### src/rtl/cra_pkg.sv
// Shared types and defaults for the CRAM address sequencer:
// skip-condition and dispatch-select encodings as carried in the microword.
package cra_pkg;

  localparam int ADR_W_DEF       = 11;
  localparam int STACK_DEPTH_DEF = 16;

  typedef enum logic [2:0] {
    SKIP_NONE  = 3'd0,
    SKIP_AD0   = 3'd1,
    SKIP_EQ0   = 3'd2,
    SKIP_CRY0  = 3'd3,
    SKIP_NAD0  = 3'd4,
    SKIP_NEQ0  = 3'd5,
    SKIP_EXT   = 3'd6,
    SKIP_NONE7 = 3'd7
  } skip_t;

  typedef enum logic [1:0] {
    DISP_J    = 2'd0,
    DISP_DRAM = 2'd1,
    DISP_MUL  = 2'd2,
    DISP_RET  = 2'd3
  } disp_t;

  function automatic logic skip_eval(skip_t sel, logic ad00, logic ad_eq0,
                                     logic ad_cry0, logic skip_ext);
    logic r;
    r = 1'b0;
    case (sel)
      SKIP_AD0:  r = ad00;
      SKIP_EQ0:  r = ad_eq0;
      SKIP_CRY0: r = ad_cry0;
      SKIP_NAD0: r = ~ad00;
      SKIP_NEQ0: r = ~ad_eq0;
      SKIP_EXT:  r = skip_ext;
      default:   r = 1'b0;
    endcase
    return r;
  endfunction

endpackage

### src/rtl/cra_seq_if.sv
// Microword, EDP-condition and status bundle between the microcode control
// path (master) and the address sequencer (slave).
interface cra_seq_if #(
  parameter int ADR_W       = cra_pkg::ADR_W_DEF,
  parameter int STACK_DEPTH = cra_pkg::STACK_DEPTH_DEF
);
  import cra_pkg::*;

  logic                           hold;
  logic [ADR_W-1:0]               cramJ;
  skip_t                          cramSkip;
  disp_t                          cramDisp;
  logic                           cramCall;
  logic [ADR_W-1:0]               dramJ;
  logic [3:0]                     dispData;
  logic                           ad00;
  logic                           adEq0;
  logic                           adCry0;
  logic                           skipExt;
  logic                           clrErr;
  logic [ADR_W-1:0]               nextAdr;
  logic [ADR_W-1:0]               cramAdr;
  logic [$clog2(STACK_DEPTH):0]   stackDepth;
  logic                           ovfErr;
  logic                           unfErr;

  modport master (
    output hold, cramJ, cramSkip, cramDisp, cramCall, dramJ, dispData,
           ad00, adEq0, adCry0, skipExt, clrErr,
    input  nextAdr, cramAdr, stackDepth, ovfErr, unfErr
  );

  modport slave (
    input  hold, cramJ, cramSkip, cramDisp, cramCall, dramJ, dispData,
           ad00, adEq0, adCry0, skipExt, clrErr,
    output nextAdr, cramAdr, stackDepth, ovfErr, unfErr
  );

endinterface

### src/rtl/cra_stack.sv
// Return-address LIFO. Callers only issue legal requests; replace overwrites
// the current top in place so a call and a return can share one cycle.
module cra_stack #(
  parameter int W     = 11,
  parameter int DEPTH = 16
) (
  input  logic                       clk,
  input  logic                       reset,
  input  logic                       push,
  input  logic                       pop,
  input  logic                       replace,
  input  logic [W-1:0]               wr_data,
  output logic [W-1:0]               top,
  output logic [$clog2(DEPTH):0]     depth,
  output logic                       full,
  output logic                       empty
);

  localparam int IDX_W   = $clog2(DEPTH);
  localparam int DEPTH_W = IDX_W + 1;

  logic [W-1:0]       mem_q [DEPTH];
  logic [W-1:0]       mem_d [DEPTH];
  logic [DEPTH_W-1:0] depth_q;
  logic [DEPTH_W-1:0] depth_d;
  logic [IDX_W-1:0]   top_idx;
  logic [IDX_W-1:0]   push_idx;

  always_comb begin
    top_idx  = IDX_W'(depth_q - 1'b1);
    push_idx = depth_q[IDX_W-1:0];
    full     = (depth_q == DEPTH_W'(DEPTH));
    empty    = (depth_q == '0);
    top      = empty ? '0 : mem_q[top_idx];
    depth    = depth_q;
  end

  always_comb begin
    mem_d   = mem_q;
    depth_d = depth_q;
    if (replace) begin
      mem_d[top_idx] = wr_data;
    end else if (push) begin
      mem_d[push_idx] = wr_data;
      depth_d         = depth_q + 1'b1;
    end else if (pop) begin
      depth_d = depth_q - 1'b1;
    end
  end

  always_ff @(posedge clk or posedge reset) begin
    if (reset) depth_q <= '0;
    else       depth_q <= depth_d;
  end

  // Contents are meaningless once depth is cleared, so storage has no reset.
  always_ff @(posedge clk) begin
    mem_q <= mem_d;
  end

endmodule

### src/rtl/cra_seq.sv
// Microcode address sequencer: J/DRAM/multiway/return dispatch with skip,
// call/return stack, MBOX hold and sticky stack error flags.
module cra_seq
  import cra_pkg::*;
#(
  parameter int ADR_W       = ADR_W_DEF,
  parameter int STACK_DEPTH = STACK_DEPTH_DEF
) (
  input  logic        clk,
  input  logic        reset,
  cra_seq_if.slave    bus
);

  localparam int DEPTH_W = $clog2(STACK_DEPTH) + 1;

  logic [ADR_W-1:0]   cram_adr_q;
  logic [ADR_W-1:0]   cram_adr_d;
  logic               ovf_err_q;
  logic               ovf_err_d;
  logic               unf_err_q;
  logic               unf_err_d;
  logic [ADR_W-1:0]   base_adr;
  logic [ADR_W-1:0]   next_adr;
  logic [ADR_W-1:0]   push_adr;
  logic [ADR_W-1:0]   stk_top;
  logic [DEPTH_W-1:0] stk_depth;
  logic               stk_full;
  logic               stk_empty;
  logic               stk_push;
  logic               stk_pop;
  logic               stk_replace;
  logic               skip_true;
  logic               is_ret;
  logic               is_call;
  logic               ovf_set;
  logic               unf_set;

  cra_stack #(
    .W     (ADR_W),
    .DEPTH (STACK_DEPTH)
  ) u_stack (
    .clk     (clk),
    .reset   (reset),
    .push    (stk_push),
    .pop     (stk_pop),
    .replace (stk_replace),
    .wr_data (push_adr),
    .top     (stk_top),
    .depth   (stk_depth),
    .full    (stk_full),
    .empty   (stk_empty)
  );

  // An empty stack presents top=0, so an underflowing return falls back to cramJ.
  always_comb begin
    skip_true = skip_eval(bus.cramSkip, bus.ad00, bus.adEq0, bus.adCry0, bus.skipExt);
    base_adr  = bus.cramJ;
    case (bus.cramDisp)
      DISP_J:    base_adr = bus.cramJ;
      DISP_DRAM: base_adr = bus.dramJ;
      DISP_MUL:  base_adr = bus.cramJ | {{(ADR_W-4){1'b0}}, bus.dispData};
      DISP_RET:  base_adr = stk_top | bus.cramJ;
      default:   base_adr = bus.cramJ;
    endcase
    next_adr = base_adr | {{(ADR_W-1){1'b0}}, skip_true};
  end

  always_comb begin
    is_ret      = (bus.cramDisp == DISP_RET);
    is_call     = bus.cramCall;
    push_adr    = cram_adr_q + 1'b1;
    stk_replace = ~bus.hold & is_call & is_ret & ~stk_empty;
    stk_push    = ~bus.hold & is_call & ~(is_ret & ~stk_empty) & ~stk_full;
    stk_pop     = ~bus.hold & is_ret & ~is_call & ~stk_empty;
    ovf_set     = is_call & ~(is_ret & ~stk_empty) & stk_full;
    unf_set     = is_ret & stk_empty;
  end

  // A new error wins over clrErr in the same cycle.
  always_comb begin
    cram_adr_d = cram_adr_q;
    ovf_err_d  = ovf_err_q;
    unf_err_d  = unf_err_q;
    if (!bus.hold) begin
      cram_adr_d = next_adr;
      ovf_err_d  = ovf_set | (ovf_err_q & ~bus.clrErr);
      unf_err_d  = unf_set | (unf_err_q & ~bus.clrErr);
    end
  end

  always_ff @(posedge clk or posedge reset) begin
    if (reset) begin
      cram_adr_q <= '0;
      ovf_err_q  <= 1'b0;
      unf_err_q  <= 1'b0;
    end else begin
      cram_adr_q <= cram_adr_d;
      ovf_err_q  <= ovf_err_d;
      unf_err_q  <= unf_err_d;
    end
  end

  assign bus.nextAdr    = next_adr;
  assign bus.cramAdr    = cram_adr_q;
  assign bus.stackDepth = stk_depth;
  assign bus.ovfErr     = ovf_err_q;
  assign bus.unfErr     = unf_err_q;

endmodule

### src/flat_wrapper.sv
// flat-port wrapper written by rule: the top's interface ports become plain ports
module cra_seq_flat import cra_pkg::*;
#(
  parameter int ADR_W       = ADR_W_DEF,
  parameter int STACK_DEPTH = STACK_DEPTH_DEF
)
  (clk, reset, bus_hold, bus_cramJ, bus_cramSkip, bus_cramDisp, bus_cramCall, bus_dramJ, bus_dispData, bus_ad00, bus_adEq0, bus_adCry0, bus_skipExt, bus_clrErr, bus_nextAdr, bus_cramAdr, bus_stackDepth, bus_ovfErr, bus_unfErr);
  cra_seq_if #(.ADR_W(ADR_W), .STACK_DEPTH(STACK_DEPTH)) bus_i ();
  input  logic clk;
  input  logic reset;
  input wire logic [$bits(bus_i.hold)-1:0] bus_hold;
  input wire logic [$bits(bus_i.cramJ)-1:0] bus_cramJ;
  input wire logic [$bits(bus_i.cramSkip)-1:0] bus_cramSkip;
  input wire logic [$bits(bus_i.cramDisp)-1:0] bus_cramDisp;
  input wire logic [$bits(bus_i.cramCall)-1:0] bus_cramCall;
  input wire logic [$bits(bus_i.dramJ)-1:0] bus_dramJ;
  input wire logic [$bits(bus_i.dispData)-1:0] bus_dispData;
  input wire logic [$bits(bus_i.ad00)-1:0] bus_ad00;
  input wire logic [$bits(bus_i.adEq0)-1:0] bus_adEq0;
  input wire logic [$bits(bus_i.adCry0)-1:0] bus_adCry0;
  input wire logic [$bits(bus_i.skipExt)-1:0] bus_skipExt;
  input wire logic [$bits(bus_i.clrErr)-1:0] bus_clrErr;
  output wire logic [$bits(bus_i.nextAdr)-1:0] bus_nextAdr;
  output wire logic [$bits(bus_i.cramAdr)-1:0] bus_cramAdr;
  output wire logic [$bits(bus_i.stackDepth)-1:0] bus_stackDepth;
  output wire logic [$bits(bus_i.ovfErr)-1:0] bus_ovfErr;
  output wire logic [$bits(bus_i.unfErr)-1:0] bus_unfErr;
  assign bus_i.hold = bus_hold;
  assign bus_i.cramJ = bus_cramJ;
  assign bus_i.cramSkip = bus_cramSkip;
  assign bus_i.cramDisp = bus_cramDisp;
  assign bus_i.cramCall = bus_cramCall;
  assign bus_i.dramJ = bus_dramJ;
  assign bus_i.dispData = bus_dispData;
  assign bus_i.ad00 = bus_ad00;
  assign bus_i.adEq0 = bus_adEq0;
  assign bus_i.adCry0 = bus_adCry0;
  assign bus_i.skipExt = bus_skipExt;
  assign bus_i.clrErr = bus_clrErr;
  assign bus_nextAdr = bus_i.nextAdr;
  assign bus_cramAdr = bus_i.cramAdr;
  assign bus_stackDepth = bus_i.stackDepth;
  assign bus_ovfErr = bus_i.ovfErr;
  assign bus_unfErr = bus_i.unfErr;
  cra_seq #(.ADR_W(ADR_W), .STACK_DEPTH(STACK_DEPTH)) u_core (.clk(clk), .reset(reset), .bus(bus_i));
endmodule
### config.mk
export PLATFORM = sky130hd
export DESIGN_NAME = cra_seq_flat
export DESIGN_NICKNAME = d
export VERILOG_FILES = /design/src/rtl/cra_pkg.sv /design/src/rtl/cra_seq_if.sv /design/src/rtl/cra_stack.sv /design/src/rtl/cra_seq.sv /design/src/flat_wrapper.sv
export SDC_FILE = /design/constraint.sdc
export NUM_CORES = 1
export LEC_CHECK = 0
export ABC_AREA = 0
export CAP_MARGIN = 40
export CORE_AREA = 4 4 170 205
export CTS_CLUSTER_SIZE = 25
export DETAILED_ROUTE_END_ITERATION = 7
export DIE_AREA = 0 0 174 209
export GPL_ROUTABILITY_DRIVEN = 1
export GPL_TIMING_DRIVEN = 0
export PLACE_DENSITY = 0.53
export SLEW_MARGIN = 20
export SYNTH_ARGS = -nofsm -noshare
export SYNTH_HDL_FRONTEND = slang
export SYNTH_HIERARCHICAL = 1
export SYNTH_SLANG_ARGS = --single-unit
### constraint.sdc
create_clock -name clk -period 4.1 [get_ports clk]
set_input_delay 0.41 -clock clk [delete_from_list [all_inputs] [get_ports clk]]
set_output_delay 0.41 -clock clk [all_outputs]
set_load 0.02 [all_outputs]
==> After elaboration in Yosys (flattened, before gate mapping) <==
Index checks and enable logic that the tools add are counted.
{ "word_totals": {"reg_bits": 194, "inputBits": 40, "wordCells": 90} }
{ "op_classes": {"add_sub_neg": 3, "magnitude_cmp": 4, "eq_ne": 10, "n_mux": 16, "bitwise": 30, "reduce_logical": 7} }
{ "op_table": {"columns": ["op", "count"], "rows": [
  ["$bwmux 176", 2],
  ["$mux 176", 2],
  ["$demux 11 s4", 2],
  ["$mux 11", 5],
  ["$bmux 11 s4", 1],
  ["$pmux 11 s4", 1],
  ["$and 1x1->1", 14],
  ["$add 11x1->11 const B", 1],
  ["$or 11x1->11", 1],
  ["$or 11x11->11", 1],
  ["$or 11x4->11", 1],
  ["$ge 5x5->1 const B", 2],
  ["$lt 5x1->1 const B", 2],
  ["$mux 5", 2],
  ["$not 4->5", 2],
  ["$eq 3x3->1 const B", 3],
  ["$not 1->1", 9],
  ["$eq 3x2->1 const B", 2],
  ["$pmux 1 s6", 1],
  ["$add 5x1->5 const B", 1],
  ["$eq 5x5->1 const B", 1],
  ["$logic_not 5->1", 1],
  ["$sub 5x1->5 const B", 1],
  ["$eq 2x2->1 const B", 2],
  ["other kinds (7)", 10]
]} }

==> Logic depth before layout (Yosys ltp) <==
{ "depth": {"depth_word": 9, "mapped_depth": 15, "ltp_nobuf": 10} }

==> Cells and area by module <==
Netlist, hierarchy kept.
{ "modules_own_cells": {"columns": ["module", "instances", "cells_per_inst", "area_each_um2", "seq_area_each_um2"], "rows": [
  ["cra_stack", 1, 579, 8677.1, 5410.2],
  ["cra_seq", 1, 127, 1082.3, 325.3]
]} }

==> Worst setup path before layout <==
No wires, ideal clock.
{ "synth_timing": {"kind": "register -> register", "from": "register u_core.u_stack.depth_q[0], in the netlist u_core/u_stack/depth[0]", "to": "register u_core/u_stack/mem_q[100] (netlist name), enable pin", "setup_ps": 378, "arrival_ps": 3553, "required_ps": 3722, "path_slack_ps": 169, "stages_incl_launch_ff": 15, "path_cell_list": "dfrtp_1 > clkbuf_2 > buf_4 > buf_2 > inv_1 > ha_1 > nand2_1 > nor2_1 > buf_1 > nor3_1 > clkbuf_1 > clkbuf_1 > nor2_1 > clkbuf_1 > nor2_1"} }
{ "synth_between": {"elab_cells_between_ends": 10, "cone_classes": "1 x eq/ne; 7 x bitwise; 2 x reduce/logical"} }
{ "synth_rtl": {"columns": ["item", "line_no", "source"], "rows": [
  ["start: declaration", "cra_stack.sv:24", "logic [DEPTH_W-1:0] depth_q;"],
  ["start signal: assignment", "cra_stack.sv:53", "else depth_q <= depth_d;"],
  ["$logic_not 5->1", "cra_stack.sv:33", "empty = (depth_q == '0);"],
  ["named net u_core.stk_empty", "cra_seq.sv:28", "logic stk_empty;"],
  ["$not 1->1", "cra_seq.sv:72", "stk_replace = ~bus.hold & is_call & is_ret & ~stk_empty;"],
  ["$and 1x1->1", "cra_seq.sv:72", null],
  ["named net u_core.stk_replace", "cra_seq.sv:31", "logic stk_replace;"],
  ["$reduce_bool 2->1 (no line)", null, null],
  ["end signal: assignment", "cra_stack.sv:58", "mem_q <= mem_d;"],
  ["end: declaration", "cra_stack.sv:22", "logic [W-1:0] mem_q [DEPTH];"]
]} }
The timed path passes the listed nets, and every way through them passes these cells.
A chain may end at the register's enable or synchronous reset.

==> Worst setup path in the final report <==
{ "layout_timing": {"from": "register u_core.u_stack.depth_q[0], in the netlist u_core/u_stack/depth[0]", "to": "output bus_nextAdr[5]"} }
{ "layout_between": {"elab_chain_len": 9, "elab_cells_between_ends": 10, "cone_classes": "1 x add/sub; 5 x mux; 3 x bitwise; 1 x reduce/logical"} }
{ "layout_lines": {"columns": ["item", "line_no", "source"], "rows": [
  ["$sub 5x1->5", null, null],
  ["named net u_core.u_stack.top_idx[0]", "cra_stack.sv:26", "logic [IDX_W-1:0] top_idx;"],
  ["$not 4->5 (not written as such)", "cra_stack.sv:34", "top = empty ? '0 : mem_q[top_idx];"],
  ["$bmux 11 s4", "cra_stack.sv:34", null],
  ["$mux 11 (not written as such) (2 in a row)", "cra_stack.sv:34", null],
  ["$mux 11", "cra_stack.sv:34", null],
  ["named net u_core.stk_top[5]", "cra_seq.sv:25", "logic [ADR_W-1:0] stk_top;"],
  ["$or 11x11->11", "cra_seq.sv:62", "DISP_RET: base_adr = stk_top | bus.cramJ;"],
  ["$pmux 11 s4", "cra_seq.sv:58", "case (bus.cramDisp)"],
  ["$or 11x1->11", "cra_seq.sv:65", "next_adr = base_adr | {{(ADR_W-1){1'b0}}, skip_true};"],
  ["end: declaration", "flat_wrapper.sv:23", "output wire logic [$bits(bus_i.nextAdr)-1:0] bus_nextAdr;"]
]} }
The timed path passes the listed nets, and every way through them passes these cells. The select of a mux whose other input is x is not followed.

==> qor.csv <==
metric;value;unit
antenna_found_initial;0;
numCtsBuffers;17;
slew_violations;0;
synth-seq-cells;194;
grt-ovfl-total;0;
fillCellCount;3142;
clkSlewWorstSetupHoldPaths;0.07;ns
grt_pass1_wl;40600;µm
synth_seq_area_share;0.588;
vdd_ir_drop_max;0.000325;V
dieArea;0.0364;mm²
r2r_setup_slack;0.27;ns
cell_internal_pwr;4940;µW
synth.avg_cell_area;13.8;µm²
multiInputGateArea;0.00387;mm²
ys_types;60;
power.density;682;mW/mm²
switching_share;0.390;
timing.hold.ws;0.234;ns
finalCriticalPeriod;3.96;ns
root_buffer;clkbuf_16;
drt_iter0_markers;391;
rsz0062_at_grt;no;
finalSetupViolCount;0;
instances_no_fill;1230;
placement_rows;73;
synth_most_common_cell;edfxtp_1;
cp.arrival;3.55;ns
crit_buf_inv;7;
end_kind;output port;
critPathLaunchType;register;
grt_usage;0.150;
dpl_worst_slack;-0.979;ns
critical_path_required;3.69;ns
yosysWarnings;6;
core_area;0.0329;mm²
portBuffers;67;
async_flop_share;0.0928;
pin_count;69;
wl_per_cell;22.3;µm
seq_power_share;0.303;
maxCapViolations;0;
drive_gt1_frac;0.233;
setup_ws;0.145;ns
crit_path_cell_trace;clkbuf_4 > buf_12 > buf_12 > inv_1 > ha_1 > buf_8 > clkbuf_4 > mux4_2 > o22ai_2 > nor3_1 > nand2b_1 > a21oi_2 > nor2_1 > dlygate4sd2_1;
clock.fmax;253;MHz
path_class;register to output port;
die-width;174;µm
rr_startpoint;u_core/u_stack/depth[0];
drt_first_pass_iters;4;
syn_inst;706;
clock_latency;0.44;ns
slowest_stage;mux4_2;
cts_tree;built;
ys.flop_type;edfxtp_1;
final_hold_viol_count;0;
synth_top_area_share;0.542;
synth.area.top_cells;edfxtp_1 54%, mux4_2 10%, nor2b_1 8.7%;
gp_congestion;0.785;
path_delay_family;buffers and inverters;
syn_nets;753;
die_h;209;µm
relSlewSlack;0.478;
via_per_inst;4.93;
p_leak;0.00387;µW
register_area;0.00574;mm²
cts_buffer_depth;2;
outcome;finished clean;
area_delta_synth_final;21.7;%
hold_path.class;input pin to asynchronous set/reset pin;
yosys.area.top_type;edfxtp_1;
crit_fanout;10;
p_total;8100;µW
max_stage_delay;0.41;ns
synth_edf_count;176;
worst-slew-pin-transition;0.777;ns
grt_max_degree;17;
grt_pass1_vias;6314;
fin_crit_sh;0.965;
vias;6058;
synth_common_cells;176 x edfxtp_1, 135 x nor2b_1, 45 x and2_1, 44 x mux4_2, 31 x nor2_1;
fin_nets;852;
p_sw;3160;µW
dp_cells;1193;
reg2reg_depth;14;
worstReg2RegEnd;u_core/u_stack/mem_q[10];
drc;0;
h-tree-depth;4;
drt_wl_total;27400;µm
antennaDiodeCount;0;
fin_skew;0.00689;ns
pwr-share-clk;0.195;
syn_area;0.00976;mm²
cts.sinks;194;
hpwlAfterDp;19700;µm
initial_core_util;0.297;
pwr-share-comb;0.502;
ant_nets;0;
## registers in the layout, indices dropped and copies added (netlist names)
name / cells
u_core/bus.cramAdr: 11
u_core/bus.unfErr: 1
u_core/u_stack/mem_q: 176
u_core/u_stack/depth: 5
u_core/bus.ovfErr: 1
## stage by stage
stage | cell area (µm²) | setup TNS [ns] | utilization
2_1_floorplan | 9760 | 0 | -
3_5_place_dp | 11000 | -135.52 | 0.336
5_1_grt | 11900 | 0 | 0.361
4_1_cts | 11800 | -0.509 | 0.358
6_report | 11900 | 0 | 0.361
3_3_place_gp | 10900 | -180.07 | 0.333
## logic make-up (layout without fill, tap and decap cells)
kind of cell,count (synthesis),after routing,share of synthesized area
compound gates,86,86,0.0686
xor+xnor,13,13,0.0117
fa+ha+maj,7,7,0.00897
buf+inv,62,174,0.0359
flops,194,194,0.588
mux,47,47,0.105
simple gates,297,297,0.182
## placed cells by master, fill, tap and decap left out, types with 4 or more instances in the layout
cell               n
a21oi_1            8
a2bb2oi_1          6
and2_1            45
buf_2             10
buf_4             16
buf_6             14
clkbuf_1          16
clkbuf_16         17
clkbuf_2           6
clkbuf_4           4
clkdlybuf4s50_1   56
clkinvlp_4         5
dfrtp_1           18
dlygate4sd2_1     10
edfxtp_1         176
ha_1               7
inv_1              5
mux4_2            44
nand2_1           24
nand2b_1          14
nand3_1            6
nand4_1            5
nor2_1            19
nor2_4            13
nor2b_1          132
nor2b_2           12
nor3_1             8
nor3_2             5
o21ai_1            4
o22ai_1           17
o22ai_2            5
o31ai_1            8
xnor2_1            9
xor2_1             4
## worst max path at each step
stage	startpoint	to	slack, ns	cells past startpoint
global placement	u_core/u_stack/depth[0]	u_core/u_stack/mem_q[63]	-1.14	14
CTS	u_core/u_stack/depth[0]	u_core/u_stack/mem_q[169]	-0.04	15
floorplan	u_core/u_stack/depth[0]	u_core/u_stack/mem_q[100]	0.17	14
finish	u_core/u_stack/depth[0]	bus_nextAdr[5]	0.14	14
global route	u_core/u_stack/depth[0]	bus_nextAdr[4]	0.009	15
detailed placement	u_core/u_stack/depth[0]	u_core/u_stack/mem_q[108]	-0.98	15
## area by class of cell
type                    instances  area share
well taps                     412      0.0434
flip-flops and latches        194       0.483
inverters                       5     0.00158
repair buffers                 80      0.0658
multi-input cells             450       0.326
plain buffers                  57      0.0349
clock inverters                14     0.00969
clock buffers                  18      0.0361
## repair_timing
| action | 4_1_cts | 5_1_grt |
|---|---|---|
| gates resized for setup | 63 | 18 |
| pin swaps | 0 | 1 |
| buffers inserted | 1 | 4 |
| setup endpoints to repair | 222 | 154 |
| hold buffers | 0 | 0 |
## routing by layer
| layer | vias up | wire length, µm | global-route usage |
|---|---|---|---|
| li1 | 2799 | - | - |
| met1 | 3066 | 11300 | 0.181 |
| met2 | 171 | 14400 | 0.269 |
| met3 | 22 | 1320 | 0.0327 |
| met4 | 0 | 496 | 0.0456 |
| met5 | - | 0 | 0 |
## power groups by stage
stage	logic [µW]	clock network, µW	registers (µW)
after global routing	4300	1700	2470
after floorplan	2320	0	2540
after global placement	3700	0	2500
after detailed placement	3790	0	2510
final	4070	1580	2460
after CTS	4000	1620	2460
No activity file was read; power rests on OpenSTA's default activity.
